File: config.mk
export PLATFORM = sky130hd
export DESIGN_NAME = fifo_rd_ctrl
export DESIGN_NICKNAME = d
export VERILOG_FILES = /design/src/rtl/fifo_rd_ctrl_pkg.sv /design/src/rtl/fifo_rd_ctrl_ptr_sync.sv /design/src/rtl/fifo_rd_ctrl.sv
export SDC_FILE = /design/constraint.sdc
export NUM_CORES = 1
export LEC_CHECK = 0
export BUFFER_PORTS_ARGS = -buffer_cell sky130_fd_sc_hd__buf_2
export CELL_PAD_IN_SITES_DETAIL_PLACEMENT = 1
export CELL_PAD_IN_SITES_GLOBAL_PLACEMENT = 1
export CORE_ASPECT_RATIO = 1.75
export CORE_MARGIN = 3
export CORE_UTILIZATION = 35
export DETAILED_ROUTE_END_ITERATION = 10
export PLACE_DENSITY_LB_ADDON = 0.08
export SYNTH_ARGS = -nofsm -noshare
export SYNTH_HDL_FRONTEND = slang
export SYNTH_SLANG_ARGS = --single-unit
export TNS_END_PERCENT = 5
File: constraint.sdc
create_clock -name rclk -period 1.75 [get_ports rclk]
set_clock_uncertainty 0.1 [all_clocks]
set_input_delay 0.175 -clock rclk [delete_from_list [all_inputs] [get_ports rclk]]
set_output_delay 0.175 -clock rclk [all_outputs]
set_load 0.05 [all_outputs]
File: src/rtl/fifo_rd_ctrl_pkg.sv
// Shared FIFO pointer definitions: default geometry and Gray/binary conversion,
// used by both the read-side and the write-side controllers.
package fifo_rd_ctrl_pkg;

    localparam int ADDR_DEF   = 3;
    localparam int DATA_W_DEF = 8;

    // Widest pointer the helpers handle; callers zero-extend in and truncate out.
    localparam int PTR_MAX = 16;

    function automatic logic [PTR_MAX-1:0] bin2gray(input logic [PTR_MAX-1:0] b);
        return b ^ (b >> 1);
    endfunction

    function automatic logic [PTR_MAX-1:0] gray2bin(input logic [PTR_MAX-1:0] g);
        logic [PTR_MAX-1:0] b;
        b[PTR_MAX-1] = g[PTR_MAX-1];
        for (int i = PTR_MAX - 2; i >= 0; i--) begin
            b[i] = b[i+1] ^ g[i];
        end
        return b;
    endfunction

endpackage

File: src/rtl/fifo_rd_ctrl_ptr_sync.sv
// Two-flop synchronizer for a Gray-coded pointer crossing into the local clock.
module ptr_sync #(
    parameter int W = 4
) (
    input  logic         clk,
    input  logic         rst_n,
    input  logic [W-1:0] d,
    output logic [W-1:0] q
);

    logic [W-1:0] sync1_q;
    logic [W-1:0] sync2_q;

    always_ff @(posedge clk or negedge rst_n) begin
        if (!rst_n) begin
            sync1_q <= '0;
            sync2_q <= '0;
        end else begin
            sync1_q <= d;
            sync2_q <= sync1_q;
        end
    end

    assign q = sync2_q;

endmodule

File: src/rtl/fifo_rd_ctrl.sv
// Async-FIFO read-side controller: edge-triggered reads, Gray pointer, sticky underflow.
// Define FIFO_RD_AEMPTY_EN to add the raempty (almost-empty) output.
module fifo_rd_ctrl
    import fifo_rd_ctrl_pkg::*;
#(
    parameter int ADDR      = ADDR_DEF,
    parameter int DATA_W    = DATA_W_DEF,
    parameter int AEMPTY_TH = 2
) (
    input  logic              rclk,
    input  logic              rrst_n,
    input  logic              rinc,
    input  logic [ADDR:0]     wptr,
    input  logic [DATA_W-1:0] mem_rdata,
    output logic [ADDR-1:0]   raddr,
    output logic [ADDR:0]     rptr,
    output logic              rempty,
    output logic [DATA_W-1:0] rdata,
    output logic              rvalid,
`ifdef FIFO_RD_AEMPTY_EN
    output logic              raempty,
`endif
    output logic              rerr
);

    localparam int PW = ADDR + 1;

    if (AEMPTY_TH < 0 || AEMPTY_TH > (1 << ADDR) - 1) begin : g_bad_th
        $error("fifo_rd_ctrl: AEMPTY_TH out of range 0..2^ADDR-1");
    end

    logic [ADDR:0]     rq2_wptr;
    logic [ADDR:0]     rbin_q, rbin_d, rbin_nxt;
    logic [ADDR-1:0]   raddr_q, raddr_d;
    logic [ADDR:0]     rptr_q, rptr_d;
    logic [DATA_W-1:0] rdata_q, rdata_d;
    logic              rvalid_q, rvalid_d;
    logic              rerr_q, rerr_d;
    logic              rinc_dly_q, rinc_dly_d;
    logic              rd_pulse, accept, empty;

    ptr_sync #(.W(PW)) u_wptr_sync (
        .clk   (rclk),
        .rst_n (rrst_n),
        .d     (wptr),
        .q     (rq2_wptr)
    );

    // Empty is decided purely from flops, so a write landing this cycle waits one more.
    assign empty    = (rptr_q == rq2_wptr);
    assign rd_pulse = rinc & ~rinc_dly_q;
    assign accept   = rd_pulse & ~empty;
    assign rbin_nxt = rbin_q + PW'(1);

    always_comb begin
        rinc_dly_d = rinc;
        rbin_d     = rbin_q;
        raddr_d    = raddr_q;
        rptr_d     = rptr_q;
        rdata_d    = rdata_q;
        rvalid_d   = 1'b0;
        rerr_d     = rerr_q;
        if (accept) begin
            rbin_d   = rbin_nxt;
            raddr_d  = rbin_nxt[ADDR-1:0];
            rptr_d   = PW'(bin2gray(PTR_MAX'(rbin_nxt)));
            rdata_d  = mem_rdata;
            rvalid_d = 1'b1;
        end else if (rd_pulse) begin
            rerr_d = 1'b1;
        end
    end

    always_ff @(posedge rclk or negedge rrst_n) begin
        if (!rrst_n) begin
            rinc_dly_q <= 1'b0;
            rbin_q     <= '0;
            raddr_q    <= '0;
            rptr_q     <= '0;
            rdata_q    <= '0;
            rvalid_q   <= 1'b0;
            rerr_q     <= 1'b0;
        end else begin
            rinc_dly_q <= rinc_dly_d;
            rbin_q     <= rbin_d;
            raddr_q    <= raddr_d;
            rptr_q     <= rptr_d;
            rdata_q    <= rdata_d;
            rvalid_q   <= rvalid_d;
            rerr_q     <= rerr_d;
        end
    end

`ifdef FIFO_RD_AEMPTY_EN
    logic [ADDR:0] wbin_sync;
    logic [ADDR:0] occupancy;

    // Modular subtraction gives the correct count across pointer wrap.
    assign wbin_sync = PW'(gray2bin(PTR_MAX'(rq2_wptr)));
    assign occupancy = wbin_sync - rbin_q;
    assign raempty   = (occupancy <= PW'(AEMPTY_TH));
`endif

    assign raddr  = raddr_q;
    assign rptr   = rptr_q;
    assign rempty = empty;
    assign rdata  = rdata_q;
    assign rvalid = rvalid_q;
    assign rerr   = rerr_q;

endmodule
# Yosys cells after proc, flatten, opt, wreduce, memory -nomap -nowiden
# Index checks and enable logic that the tools add are counted.
dict set report op_classes {
  addsub 1
  eq_ne 1
  muxes 1
  bitwise_logic 6
  reduce_logical 1
}
# operator n
set op_table {}
lappend op_table {{$add 4x1->4 const B} 1}
lappend op_table {{$eq 4x4->1} 1}
lappend op_table {{$xor 4x3->4} 1}
lappend op_table {{$not 1->1} 3}
lappend op_table {{$and 1x1->1} 2}
lappend op_table {{$reduce_and 2->1} 1}
lappend op_table {{$mux 1} 1}
dict set report totals {
  register_bits 30
}

# Longest topological paths before layout
dict set report logic_depth {
  word_depth 5
  mapped_depth 6
  depth_no_buf 4
}

# By module
# From an unflattened synthesis, not the netlist that was laid out.
dict set report hier_totals {
  cells_unflattened 61
  hier_area_um2 1006.0
}
# module instances cells_per_inst area_each_um2 seq_area_each_um2
set modules_own_cells {}
lappend modules_own_cells {fifo_rd_ctrl 1 53 805.8 450.4}
lappend modules_own_cells {ptr_sync 1 8 200.2 200.2}

# Worst setup path after synthesis
# No wires, ideal clock.
dict set report synth_timing {
  path_type {reg-to-reg}
  startpoint {reg, netlist name rbin_q[3]}
  endpoint {reg rerr_q, in the netlist rerr}
  t_arrival_ps 2643
  t_required_ps 1580
  slack_ps -1063
  stages_incl_launch_ff 4
  path_buffers 0
  path_cell_list {dfrtp_1 xor2_1 nor4_1 a21o_1}
}
# element line
set synth_lines {}
lappend synth_lines {{end signal, assigned} fifo_rd_ctrl.sv:90} ;# rerr_q <= rerr_d;
lappend synth_lines {{end, declared} fifo_rd_ctrl.sv:38} ;# logic rerr_q, rerr_d;

# Worst setup path in the final report
dict set report layout_timing {
  startpoint {reg u_wptr_sync.sync2_q[2], in the netlist u_wptr_sync.q[2]}
  endpoint {reg rbin_q[1]}
}
dict set report layout_via {
  elab_chain_cells 3
}
# element line
set layout_rtl {}
lappend layout_rtl {{start, declared} fifo_rd_ctrl_ptr_sync.sv:12} ;# logic [W-1:0] sync2_q;
lappend layout_rtl {{start signal, assigned} fifo_rd_ctrl_ptr_sync.sv:20} ;# sync2_q <= sync1_q;
lappend layout_rtl {{$eq 4x4->1} fifo_rd_ctrl.sv:50} ;# assign empty = (rptr_q == rq2_wptr);
lappend layout_rtl {{$not 1->1} fifo_rd_ctrl.sv:52} ;# assign accept = rd_pulse & ~empty;
lappend layout_rtl {{$and 1x1->1} fifo_rd_ctrl.sv:52}
lappend layout_rtl {{end signal, assigned} fifo_rd_ctrl.sv:85} ;# rbin_q <= rbin_d;
lappend layout_rtl {{end, declared} fifo_rd_ctrl.sv:33} ;# logic [ADDR:0] rbin_q, rbin_d, rbin_nxt;
# No other way between the ends.
# A chain may end at the register's enable or synchronous reset.

==> impl_metrics.xml <==
<?xml version="1.0" encoding="UTF-8"?>
<metrics>
  <group name="drt">
    <metric name="routed_length_on_met2" unit="um">947</metric>
    <metric name="detail-route-antenna-nets" unit="">0</metric>
    <metric name="drt_pre_antenna_iters" unit="">2</metric>
    <metric name="drt-vias-per-instance" unit="">4.62</metric>
    <metric name="maxUsedRoutingLayer" unit="">met4</metric>
    <metric name="drt_iter0_markers" unit="">5</metric>
    <metric name="routed_wire_length_per_instance" unit="um">13.2</metric>
    <metric name="wirelength" unit="um">1770</metric>
    <metric name="wl_met1" unit="um">697</metric>
    <metric name="met3_wirelength" unit="um">105</metric>
    <metric name="vias" unit="">619</metric>
    <metric name="route.detailed.drc" unit="">0</metric>
  </group>
  <group name="logic_synthesis">
    <metric name="synth-edff-count" unit="">0</metric>
    <metric name="synth.ff_latch_count" unit="">26</metric>
    <metric name="synth_fp_nets" unit="">77</metric>
    <metric name="synth_warnings" unit="">0</metric>
    <metric name="mapped_cells" unit="">61</metric>
    <metric name="asyncSetResetFlopFracSynth" unit="%">100</metric>
    <metric name="synth_common_cells" unit="">26 x dfrtp_1, 6 x mux2_2, 6 x mux2_4, 6 x xnor2_1, 6 x xor2_1</metric>
    <metric name="synthesis.area_per_instance" unit="um2">16.5</metric>
    <metric name="mappedNetlistArea" unit="mm2">0.00101</metric>
    <metric name="postSynth.topFlopCell" unit="">dfrtp_1</metric>
    <metric name="synth.top_cells.by_area" unit="">dfrtp_1 65%, mux2_4 9.0%, mux2_2 6.7%</metric>
    <metric name="synth.lib_cells_used.distinct" unit="">14</metric>
    <metric name="synthMostInstantiatedCell" unit="">dfrtp_1</metric>
    <metric name="yosysTopAreaCell" unit="">dfrtp_1</metric>
    <metric name="synth_sequential_area_ratio" unit="%">64.7</metric>
    <metric name="area_share_of_the_largest_cell_type_after_synthesis" unit="%">64.7</metric>
  </group>
  <group name="setup_path">
    <metric name="worst_setup_path_start_kind" unit="">flop</metric>
    <metric name="path_max_fanout" unit="">16</metric>
    <metric name="worst-setup-path-type" unit="">reg2reg</metric>
    <metric name="critical_path_arrival" unit="ns">1.80</metric>
    <metric name="critical_path_capture_point_type" unit="">flop</metric>
    <metric name="ff2ff_setup_slack" unit="ns">0.0005</metric>
    <metric name="required_worst_endpoint" unit="ns">1.80</metric>
  </group>
  <group name="floorplanning">
    <metric name="dieWidth" unit="um">46.5</metric>
    <metric name="number_of_core_rows" unit="">25</metric>
    <metric name="placeableCoreArea" unit="mm2">0.00272</metric>
    <metric name="starting_density" unit="%">37.0</metric>
    <metric name="design.portCount" unit="">33</metric>
    <metric name="die_height" unit="um">76.9</metric>
    <metric name="die_area" unit="mm2">0.00358</metric>
  </group>
  <group name="pwr">
    <metric name="p_leak" unit="nW">0.655</metric>
    <metric name="switching_share" unit="%">44.0</metric>
    <metric name="power_frac_clock" unit="%">13.7</metric>
    <metric name="p_int" unit="W">0.00154</metric>
    <metric name="combinational_power_share" unit="%">53.5</metric>
    <metric name="seq_power_share" unit="%">32.7</metric>
    <metric name="power.density_cell_area" unit="mW/mm2">1970</metric>
    <metric name="switchingPower" unit="W">0.00121</metric>
    <metric name="power.ir.vdd_worst" unit="mV">1.21</metric>
  </group>
  <group name="grt">
    <metric name="grt_max_degree" unit="">27</metric>
    <metric name="first_global_vias" unit="">691</metric>
    <metric name="antenna_found_initial" unit="">0</metric>
    <metric name="grt_usage" unit="%">11.3</metric>
    <metric name="wire_length_of_the_first_global_routing_pass" unit="um">2990</metric>
    <metric name="globalRoute.totalOverflow" unit="">0</metric>
  </group>
  <group name="sta">
    <metric name="layout_worst_path_cycle_share" unit="%">100</metric>
    <metric name="totalNegativeSetupSlack" unit="ns">0</metric>
    <metric name="finalSetupViolCount" unit="">0</metric>
    <metric name="fin_hold_ws" unit="ns">0.0373</metric>
    <metric name="hold_viol" unit="">0</metric>
    <metric name="worstMarginPinSlew" unit="ns">0.563</metric>
    <metric name="timing_max_transition_violations_final" unit="">0</metric>
    <metric name="maxSlewHeadroom" unit="%">62.5</metric>
    <metric name="rsz0062_at_grt" unit="">yes</metric>
    <metric name="final_period_minus_worst_setup_slack" unit="ns">1.75</metric>
    <metric name="fmax" unit="GHz">0.572</metric>
  </group>
  <group name="clock_tree">
    <metric name="cts.clk_slew.worst_paths" unit="ns">0.09</metric>
    <metric name="cts.sinks" unit="">26</metric>
    <metric name="cts_post_setup_buffers_inserted" unit="">0</metric>
    <metric name="insertion_delay" unit="ns">0.26</metric>
    <metric name="clockRootBuffer" unit="">clkbuf_8</metric>
    <metric name="cts_tree" unit="">built</metric>
    <metric name="numCtsBuffers" unit="">3</metric>
    <metric name="ctsHtreeMaxLevel" unit="">1</metric>
    <metric name="cts-root-to-sink-buffers" unit="">2</metric>
  </group>
  <group name="worst_hold_path">
    <metric name="min_path_type" unit="">in2reg</metric>
  </group>
  <group name="placement">
    <metric name="placed_cells" unit="">124</metric>
    <metric name="io_buffer_count" unit="">32</metric>
    <metric name="globalplace.congestion" unit="">0.678</metric>
  </group>
  <group name="final_layout">
    <metric name="count_of_non_filler_cells_in_the_finished_layout" unit="">134</metric>
    <metric name="n_fill_cell" unit="">297</metric>
    <metric name="synthToLayoutAreaGrowth" unit="%">38.2</metric>
    <metric name="finalNetCount" unit="">124</metric>
    <metric name="drive_above_1_share" unit="%">57.9</metric>
    <metric name="antenna_cells_inserted" unit="">0</metric>
    <metric name="final_core_utilization" unit="%">51.1</metric>
  </group>
  <group name="status">
    <metric name="run_status" unit="">finished, final reports clean</metric>
  </group>
  <group name="job">
    <metric name="max_cap_violations" unit="">0</metric>
  </group>
</metrics>
logic make-up after synthesis:
kind of cell | after synthesis | share of synthesized area [%]
adders and majority gates | 1 | 1.24
muxes | 12 | 15.7
xor gates and xnor gates | 12 | 10.4
buffers and inverters | 2 | 3.11
AOI/OAI and AO/OA | 2 | 1.87
and+or+nand+nor | 6 | 2.99
DFF | 26 | 64.7
cells in the final DEF (no fill, tap or decap):
| cell type | count |
|---|---|
| dlygate4sd3_1 | 6 |
| buf_2 | 31 |
| clkbuf_8 | 4 |
| nor2b_1 | 1 |
| xor2_2 | 3 |
| buf_4 | 5 |
| nor4_4 | 1 |
| nand2_1 | 3 |
| buf_12 | 1 |
| xnor2_1 | 6 |
| xor2_1 | 3 |
| a21o_1 | 1 |
| o41a_1 | 1 |
| ha_1 | 1 |
| dfrtp_2 | 4 |
| buf_6 | 1 |
| dfrtp_1 | 22 |
| mux2_4 | 6 |
| nand4_1 | 1 |
| mux2_2 | 6 |
worst max-delay path: stages (launching register included):
cell     delay, ns
dfrtp_1       0.41
xor2_2        0.20
o41a_1        0.46
buf_12        0.17
mux2_4        0.29
through the flow:
| stage | total power, W | worst slack [ns] | area (um2) |
|---|---|---|---|
| 2_1_floorplan | 0.00201 | -0.182 | 1040 |
| 3_3_place_gp | 0.00236 | 0.0255 | 1260 |
| 3_5_place_dp | 0.00238 | 0.00990 | 1260 |
| 4_1_cts | 0.00278 | -0.0130 | 1380 |
| 5_1_grt | 0.00291 | -0.0787 | 1390 |
| 6_report | 0.00274 | 0.000454 | 1390 |
layer usage:
metal  vias to the layer above  track usage, %
met5                         -               0
met4                         0            4.27
met3                         2            2.58
met2                        21            18.9
met1                       302            13.4
li1                        294               -
worst paths after layout:
check	startpoint	depth (start not counted)	endpoint
setup / recovery	u_wptr_sync.q[2]	4	rbin_q[1]
hold / removal	mem_rdata[6]	2	rdata[6]
setup reg to reg	u_wptr_sync.q[2]	4	rbin_q[1]
hold reg to reg	u_wptr_sync.sync1_q[1]	0	u_wptr_sync.q[1]
max in group asynchronous	rrst_n	2	rptr[0]
min in group asynchronous	rrst_n	2	rbin_q[1]
timing repair:
action	4_1_cts	5_1_grt
gates resized for setup	2	1
endpoints found under the setup margin	7	10
hold endpoints to repair	31	0
hold buffers	6	0
pin swaps	0	2
power groups by stage:
stage / logic [W] / clock network [W] / registers, W
3_3_place_gp: 0.00145 / 0 / 0.000909
6_report: 0.00147 / 0.000377 / 0.000897
5_1_grt: 0.00156 / 0.000415 / 0.000926
3_5_place_dp: 0.00147 / 0 / 0.000912
2_1_floorplan: 0.000562 / 0 / 0.00145
4_1_cts: 0.00149 / 0.000391 / 0.000901
area by class of cell:
class | count | area, um2 | share of cell area [%]
clock buffer | 4 | 55.1 | 3.96
multi-input combinational | 33 | 362 | 26.0
sequential | 26 | 656 | 47.2
tap | 27 | 33.8 | 2.43
timing repair buffer | 44 | 284 | 20.4
sequential cells by signal (all words and copies together) (netlist names):
signal,cells
rdata,8
rvalid,1
rerr,1
u_wptr_sync.sync1_q,4
rptr,3
rinc_dly_q,1
u_wptr_sync.q,4
rbin_q,4
No activity file was read; power rests on OpenSTA's default activity.
